`src/rtl/alu_serial_ctrl.sv`:
```
// Bit-serial 2-op arithmetic / 2-op logic unit with valid/ready command and response handshakes.
// One operand bit per clock, LSB first, through a single 1-bit slice with a registered carry.

module alu_bit_slice (
  input  logic       a_i,
  input  logic       b_i,
  input  logic       c_i,
  input  logic [1:0] op_i,
  output logic       r_o,
  output logic       c_o
);
  logic bx;

  always_comb begin
    bx  = b_i ^ op_i[0];  // subtract inverts b; cin comes from the requester
    r_o = 1'b0;
    c_o = 1'b0;
    case (op_i)
      2'b00, 2'b01: begin
        r_o = a_i ^ bx ^ c_i;
        c_o = (a_i & bx) | (a_i & c_i) | (bx & c_i);
      end
      2'b10:   r_o = a_i & b_i;
      default: r_o = a_i | b_i;
    endcase
  end
endmodule

module alu_serial_ctrl #(
  parameter int WIDTH = 4
) (
  input  logic             clk,
  input  logic             rst,
  input  logic             cmd_valid,
  output logic             cmd_ready,
  input  logic [WIDTH-1:0] cmd_a,
  input  logic [WIDTH-1:0] cmd_b,
  input  logic [1:0]       cmd_opcode,
  input  logic             cmd_cin,
  output logic             rsp_valid,
  input  logic             rsp_ready,
  output logic [WIDTH-1:0] rsp_result,
  output logic             rsp_cout,
  output logic             rsp_zero,
  output logic             busy
);
  localparam int IW = (WIDTH > 1) ? $clog2(WIDTH) : 1;
  localparam logic [IW-1:0] LAST = IW'(WIDTH - 1);

  typedef enum logic [1:0] {IDLE, RUN, DONE} state_e;

  state_e           state_q;
  logic [WIDTH-1:0] a_q, b_q, acc_q, acc_d;
  logic [1:0]       op_q;
  logic             carry_q;
  logic [IW-1:0]    idx_q;
  logic             rsp_valid_q, rsp_cout_q, rsp_zero_q, busy_q, cmd_ready_q;
  logic [WIDTH-1:0] rsp_result_q;
  logic             slice_r, slice_c;

  alu_bit_slice u_slice (
    .a_i  (a_q[idx_q]),
    .b_i  (b_q[idx_q]),
    .c_i  (carry_q),
    .op_i (op_q),
    .r_o  (slice_r),
    .c_o  (slice_c)
  );

  // Result bits shift in from the top so the word is aligned after WIDTH steps.
  assign acc_d = {slice_r, acc_q[WIDTH-1:1]};

  always_ff @(posedge clk) begin
    if (rst) begin
      state_q      <= IDLE;
      a_q          <= '0;
      b_q          <= '0;
      op_q         <= '0;
      acc_q        <= '0;
      carry_q      <= 1'b0;
      idx_q        <= '0;
      rsp_valid_q  <= 1'b0;
      rsp_result_q <= '0;
      rsp_cout_q   <= 1'b0;
      rsp_zero_q   <= 1'b0;
      busy_q       <= 1'b0;
      cmd_ready_q  <= 1'b1;
    end else begin
      case (state_q)
        IDLE: begin
          if (cmd_valid) begin
            a_q         <= cmd_a;
            b_q         <= cmd_b;
            op_q        <= cmd_opcode;
            carry_q     <= cmd_cin & ~cmd_opcode[1];  // logic ops keep carry at 0
            idx_q       <= '0;
            acc_q       <= '0;
            state_q     <= RUN;
            busy_q      <= 1'b1;
            cmd_ready_q <= 1'b0;
          end
        end
        RUN: begin
          carry_q <= slice_c;
          acc_q   <= acc_d;
          idx_q   <= idx_q + IW'(1);
          if (idx_q == LAST) begin
            state_q      <= DONE;
            rsp_valid_q  <= 1'b1;
            rsp_result_q <= acc_d;
            rsp_cout_q   <= slice_c;
            rsp_zero_q   <= (acc_d == '0);
          end
        end
        DONE: begin
          if (rsp_ready) begin
            state_q     <= IDLE;
            rsp_valid_q <= 1'b0;
            busy_q      <= 1'b0;
            cmd_ready_q <= 1'b1;
          end
        end
        default: begin
          state_q     <= IDLE;
          rsp_valid_q <= 1'b0;
          busy_q      <= 1'b0;
          cmd_ready_q <= 1'b1;
        end
      endcase
    end
  end

  assign cmd_ready  = cmd_ready_q;
  assign rsp_valid  = rsp_valid_q;
  assign rsp_result = rsp_result_q;
  assign rsp_cout   = rsp_cout_q;
  assign rsp_zero   = rsp_zero_q;
  assign busy       = busy_q;
endmodule

```
`config.mk`:
```
export PLATFORM = sky130hd
export DESIGN_NAME = alu_serial_ctrl
export DESIGN_NICKNAME = d
export VERILOG_FILES = /design/src/rtl/alu_serial_ctrl.sv
export SDC_FILE = /design/constraint.sdc
export NUM_CORES = 1
export LEC_CHECK = 0
export CORE_AREA = 2 2 52 54
export DETAILED_ROUTE_END_ITERATION = 6
export DIE_AREA = 0 0 54 56
export PLACE_DENSITY = 0.74
export SLEW_MARGIN = 10
export SYNTH_ARGS = -nofsm -noshare
export SYNTH_HDL_FRONTEND = slang
export SYNTH_SLANG_ARGS = --single-unit
```
`constraint.sdc`:
```
create_clock -name clk -period 2.7 [get_ports clk]
set_input_delay 0.54 -clock clk [delete_from_list [all_inputs] [get_ports clk]]
set_output_delay 0.54 -clock clk [all_outputs]
set_load 0.02 [all_outputs]
```
Word-level counts from Yosys, hierarchy flattened
Cells that the tools add are included.

Add/sub/neg operators: 1. $lt $le $gt $ge: 1. Equal/unequal tests: 8. Muxes and demuxes: 24. Bitwise operators: 14. Reductions and logical operators: 11.

Operators with widths (count): 2-to-1 mux 1 bit (9); one-hot mux 1 bit (3 select lines) (3); AND reduction 3 bit (3); 2-to-1 mux 2 bit (4); one-hot mux 4 bit (2 select lines) (1); equality test 2 bit (second input constant) (3); != test 2 bit (second input constant) (3); one-hot mux 2 bit (3 select lines) (1); AND reduction 2 bit (3); bitwise AND 1 bit (5); binary-select mux 1 bit (select 2 bit) (2); equality test 2 x 1 -> 1 bit (second input constant) (2); logical NOT 2 bit (2); logical NOT 4 bit (1); 2-to-1 mux 4 bit (1); one-hot mux 1 bit (2 select lines) (2); one-hot mux 2 bit (2 select lines) (1); < comparator 2 x 3 -> 1 bit (second input constant) (1); inverter 1 bit (3); OR 1 bit (3); bitwise XOR 1 bit (3); adder 2 x 1 -> 2 bit (second input constant) (1); nonzero test 2 bit (1); OR reduction 2 bit (1).

Register bits after elaboration: 28. Input bits: 15. Output and inout port bits: 9. Logic and storage cells: 72.

Depth between registers and ports, before layout
Depth in word-level cells: 8. Depth in mapped cells: 7. Mapped depth without buffers: 7.

Cells and area by module
A second synthesis with hierarchy kept.

Cell total of the unflattened synthesis: 117. Area total of the unflattened synthesis: 1154.9 µm².

By module, submodules not included: alu_serial_ctrl (instances 1, cells an instance 108, area each 1093.5 µm²); alu_bit_slice (instances 1, cells an instance 9, area each 61.3 µm²).

Worst setup path after synthesis
Ideal clock, no wire load.

Path type: reg-to-reg. From: register idx_q[0]. To: register rsp_result_q[3], in the netlist rsp_result[3]. Arrival time: 1970 ps. Data required time: 2630 ps. Slack: 659 ps. Cell stages (with the launch flop): 8. Path buffers: 0. Path through: dfxtp_1 -> mux4_2 -> xnor2_1 -> fa_1 -> nand2b_1 -> nand3_1 -> o21bai_1 -> a21oi_1.

Longest elaborated chain between the ends: 6. Elaborated cells between the ends (all ways): 12. Classes of those cells: 1 x eq/ne; 5 x mux; 5 x bitwise; 1 x reduce/logical.

Ends and longest elaborated chain: from (decl) (RTL line 56) `logic [IW-1:0] idx_q;`; from (signal assigned) (RTL line 106) `idx_q <= idx_q + IW'(1);`; binary-select mux 1 bit (select 2 bit) (RTL line 63) `.b_i (b_q[idx_q]),`; 2-to-1 mux 1 bit (implied by the code) (RTL line 63); bitwise XOR 1 bit (RTL line 15) `bx = b_i ^ op_i[0];`; bitwise XOR 1 bit (2 in a row) (RTL line 20) `r_o = a_i ^ bx ^ c_i;`; one-hot mux 1 bit (2 select lines) (RTL line 18) `case (op_i)`; to (signal assigned) (RTL line 83) `rsp_result_q <= '0;`; to (signal assigned) (RTL line 110) `rsp_result_q <= acc_d;`; to (decl) (RTL line 58) `logic [WIDTH-1:0] rsp_result_q;`.

Several ways; a longest one is shown, not always the timed one. The select of a mux whose other input is x is not followed. A chain may end at the register's enable or synchronous reset.

Worst setup path in the final report
Ends and elaborated chain as after synthesis.

==> results.cfg <==
[synth]
yosys-top-cells-area = dfxtp_1 47%, mux2i_1 9.6%, nor2_1 6.5%
ys_ff_latch = 27
muxShareOfSynthArea_pct = 13.5
synth.avg_cell_area_um2 = 9.18
syn_inst = 125
synth_area_mm2 = 0.00115
yosysTopAreaCell = dfxtp_1
synth_flop_cell = dfxtp_1
ys_types = 31
synthXorXnorAreaFrac_pct = 0.763
synth_top_family_by_area = simple AND/OR/NAND/NOR gates
synth.top_cells.by_count = 27 x dfxtp_1, 20 x nor2_1, 11 x a21oi_1, 11 x mux2i_1, 8 x nand2_1
seq_area_frac_synth_pct = 47.1
synthSimpleGateAreaFrac_pct = 17.4
yosysWarnings = 0
syn_nets = 142
synth_fa_ha_area_share_pct = 3.82
synth_compound_area_share_pct = 13.0
async_reset_ff_share_pct = 0
synth.most_common_cell = dfxtp_1
synth_edf_count = 0
synth_top_area_share_pct = 47.1

[cells_and_area]
design_area_mm2 = 0.00144
syn_to_final_growth_pct = 25.2
nets = 166
fin_cells = 178
drive_gt1_share_pct = 6.08
n_antenna_cell = 0

[placed_design]
place_inst = 174
dp.final_hpwl_mm = 1.67
place_congestion = 0.728
io_buffers = 23
place_area_mm2 = 0.00141

[clocking]
cts.repair.resized = 0
cts.sink_count = 27
cts_setup_buffers = 0
numCtsBuffers = 3
clk_pin_slew_ns = 0.14
h-tree-depth = 1
clk_latency_ns = 0.32
clock_path_buffers = 2
ctsHoldBuffers = 0
clock_tree.root_cell = clkbuf_4
cts_tree = built

[worst_setup_path]
crit_slowest_cell = mux4_2
worstSetupStartpointType = flop
cp.arrival_ns = 2.45
crit_required_ns = 2.96
path_cells = mux4_2 > xnor2_1 > fa_1 > nand2b_1 > nand3_1 > o21bai_1 > a21oi_1
cpPeakStageDelay_ns = 0.56
criticalPathCategory = flop to flop
critical_path.max_fanout = 5
worstSetupEndpointType = flop

[die]
initial_core_util_pct = 47.2
die-area_mm2 = 0.00302
die_w_um = 54
row_count = 18
ioPinCount = 24
core_mm2 = 0.00243
fp.dieH_um = 56

[grt]
overflow = 0
grt_pass1_wl_mm = 3.78
grt_pass1_vias = 886
grt_max_degree = 28
antenna_found_initial = 0
grt_use_total_pct = 16.3

[detailed_routing]
drc = 0
drt-pass1-iter-count = 4
first_iter_violations = 10
wl_mm = 2.23
drtAntennaViolNets = 0
viasPerCell = 5.34
routedWlPerCell_um = 12.5
vias = 950

[flow_run]
drv_cap = 0

[pwr]
power_density_mw_per_mm2 = 495
vdd_drop_max_mv = 0.418
p_leak_uw = 0.000526

[sta]
relSlewSlack_pct = 71.6
tightestPinTransition_ns = 0.423
final-hold-violation-count = 0
finalSetupTns_ns = 0
max_clock_freq_mhz = 458
report.final.setup_viol = 0
post-route-period-util_pct = 80.9
fin_skew_ns = 0.00857
rsz0062_at_grt = false
report.final.slew_viol_count = 0
fin_crit_ns = 2.18

[outcome]
status = finished clean

[hold_path]
hold_path_class = flop to flop
==> path summary, 6_finish.rpt <==
check                  end  slack [ns]  cells past startpoint     startpoint
max reg2reg  rsp_result[3]        0.52                      7       idx_q[0]
min reg2reg  rsp_result[0]        0.47                      2  rsp_result[0]
min          rsp_result[0]        0.47                      2  rsp_result[0]
max          rsp_result[3]        0.52                      7       idx_q[0]
==> metal layers <==
| layer | part of all wire, % | global-route usage (%) | vias to the layer above |
|---|---|---|---|
| met5 | 0 | 0 | - |
| met4 | 0.45 | 2.14 | 0 |
| met3 | 4.8 | 5.65 | 2 |
| met2 | 49 | 26.1 | 25 |
| met1 | 46 | 21.4 | 439 |
| li1 | - | - | 484 |
==> flip-flops by register name, summed over array words and instances (netlist names) <==
signal	count
carry_q	1
rsp_result	4
state_q	2
busy	1
idx_q	2
cmd_ready	1
b_q	4
acc_q	3
rsp_valid	1
rsp_zero	1
op_q	2
rsp_cout	1
a_q	4
==> report_power, final <==
part / switching, µW / leakage, µW / internal, µW
clock network: 112 / 0.0000150 / 57.8
logic: 50.4 / 0.000291 / 58.9
registers: 16.3 / 0.000221 / 416
total: 179 / 0.000526 / 533
==> layout make-up <==
class                   instances  area, µm²
fillers                       224        996
inverters                       6       22.5
multi-input cells              85        557
clock buffers                   4       26.3
repair buffers                 26        253
flip-flops and latches         27        541
well taps                      30       37.5
==> cell usage in the layout (no fill, tap or decap), drive strengths merged, types with 2 or more instances in the layout <==
| cell | instances |
|---|---|
| buf | 3 |
| inv | 6 |
| nor2 | 20 |
| nand2 | 8 |
| mux4 | 2 |
| nand2b | 5 |
| dfxtp | 27 |
| mux2i | 11 |
| a22oi | 3 |
| clkdlybuf4s50 | 23 |
| a21oi | 11 |
| nand3 | 5 |
| clkbuf | 4 |
| nand3b | 2 |
| o21ai | 3 |
==> worst max-delay path: cells and delay by family (launching register included) <==
family          cells  cell delay (ns)
mux                 1             0.56
compound gates      2             0.30
simple gates        2             0.18
flops               1             0.46
fa+ha+maj           1             0.45
xor+xnor            1             0.19
==> stage by stage <==
stage / worst slack (ns) / utilization [%] / total power, µW / hold WS [ns]
6_report: 0.516 / 59.1 / 712 / 0.468
5_1_grt: 0.349 / 59.1 / 749 / 0.494
4_1_cts: 0.534 / 59.1 / 718 / 0.473
3_5_place_dp: 0.550 / 58.0 / 551 / 0.454
3_3_place_gp: 0.609 / 58.0 / 546 / 0.443
2_1_floorplan: 0.659 / - / 506 / 0.455
==> cell families (layout without fill, tap and decap cells) <==
logic type / after synthesis / after routing
AND/OR/NAND/NOR: 44 / 44
flip-flops: 27 / 27
AO/OA/AOI/OAI: 24 / 24
multiplexers: 13 / 13
buffers and inverters: 13 / 36
adder cells (fa/ha/maj): 3 / 3
XOR/XNOR: 1 / 1
Power figures use the tool's default switching activity.
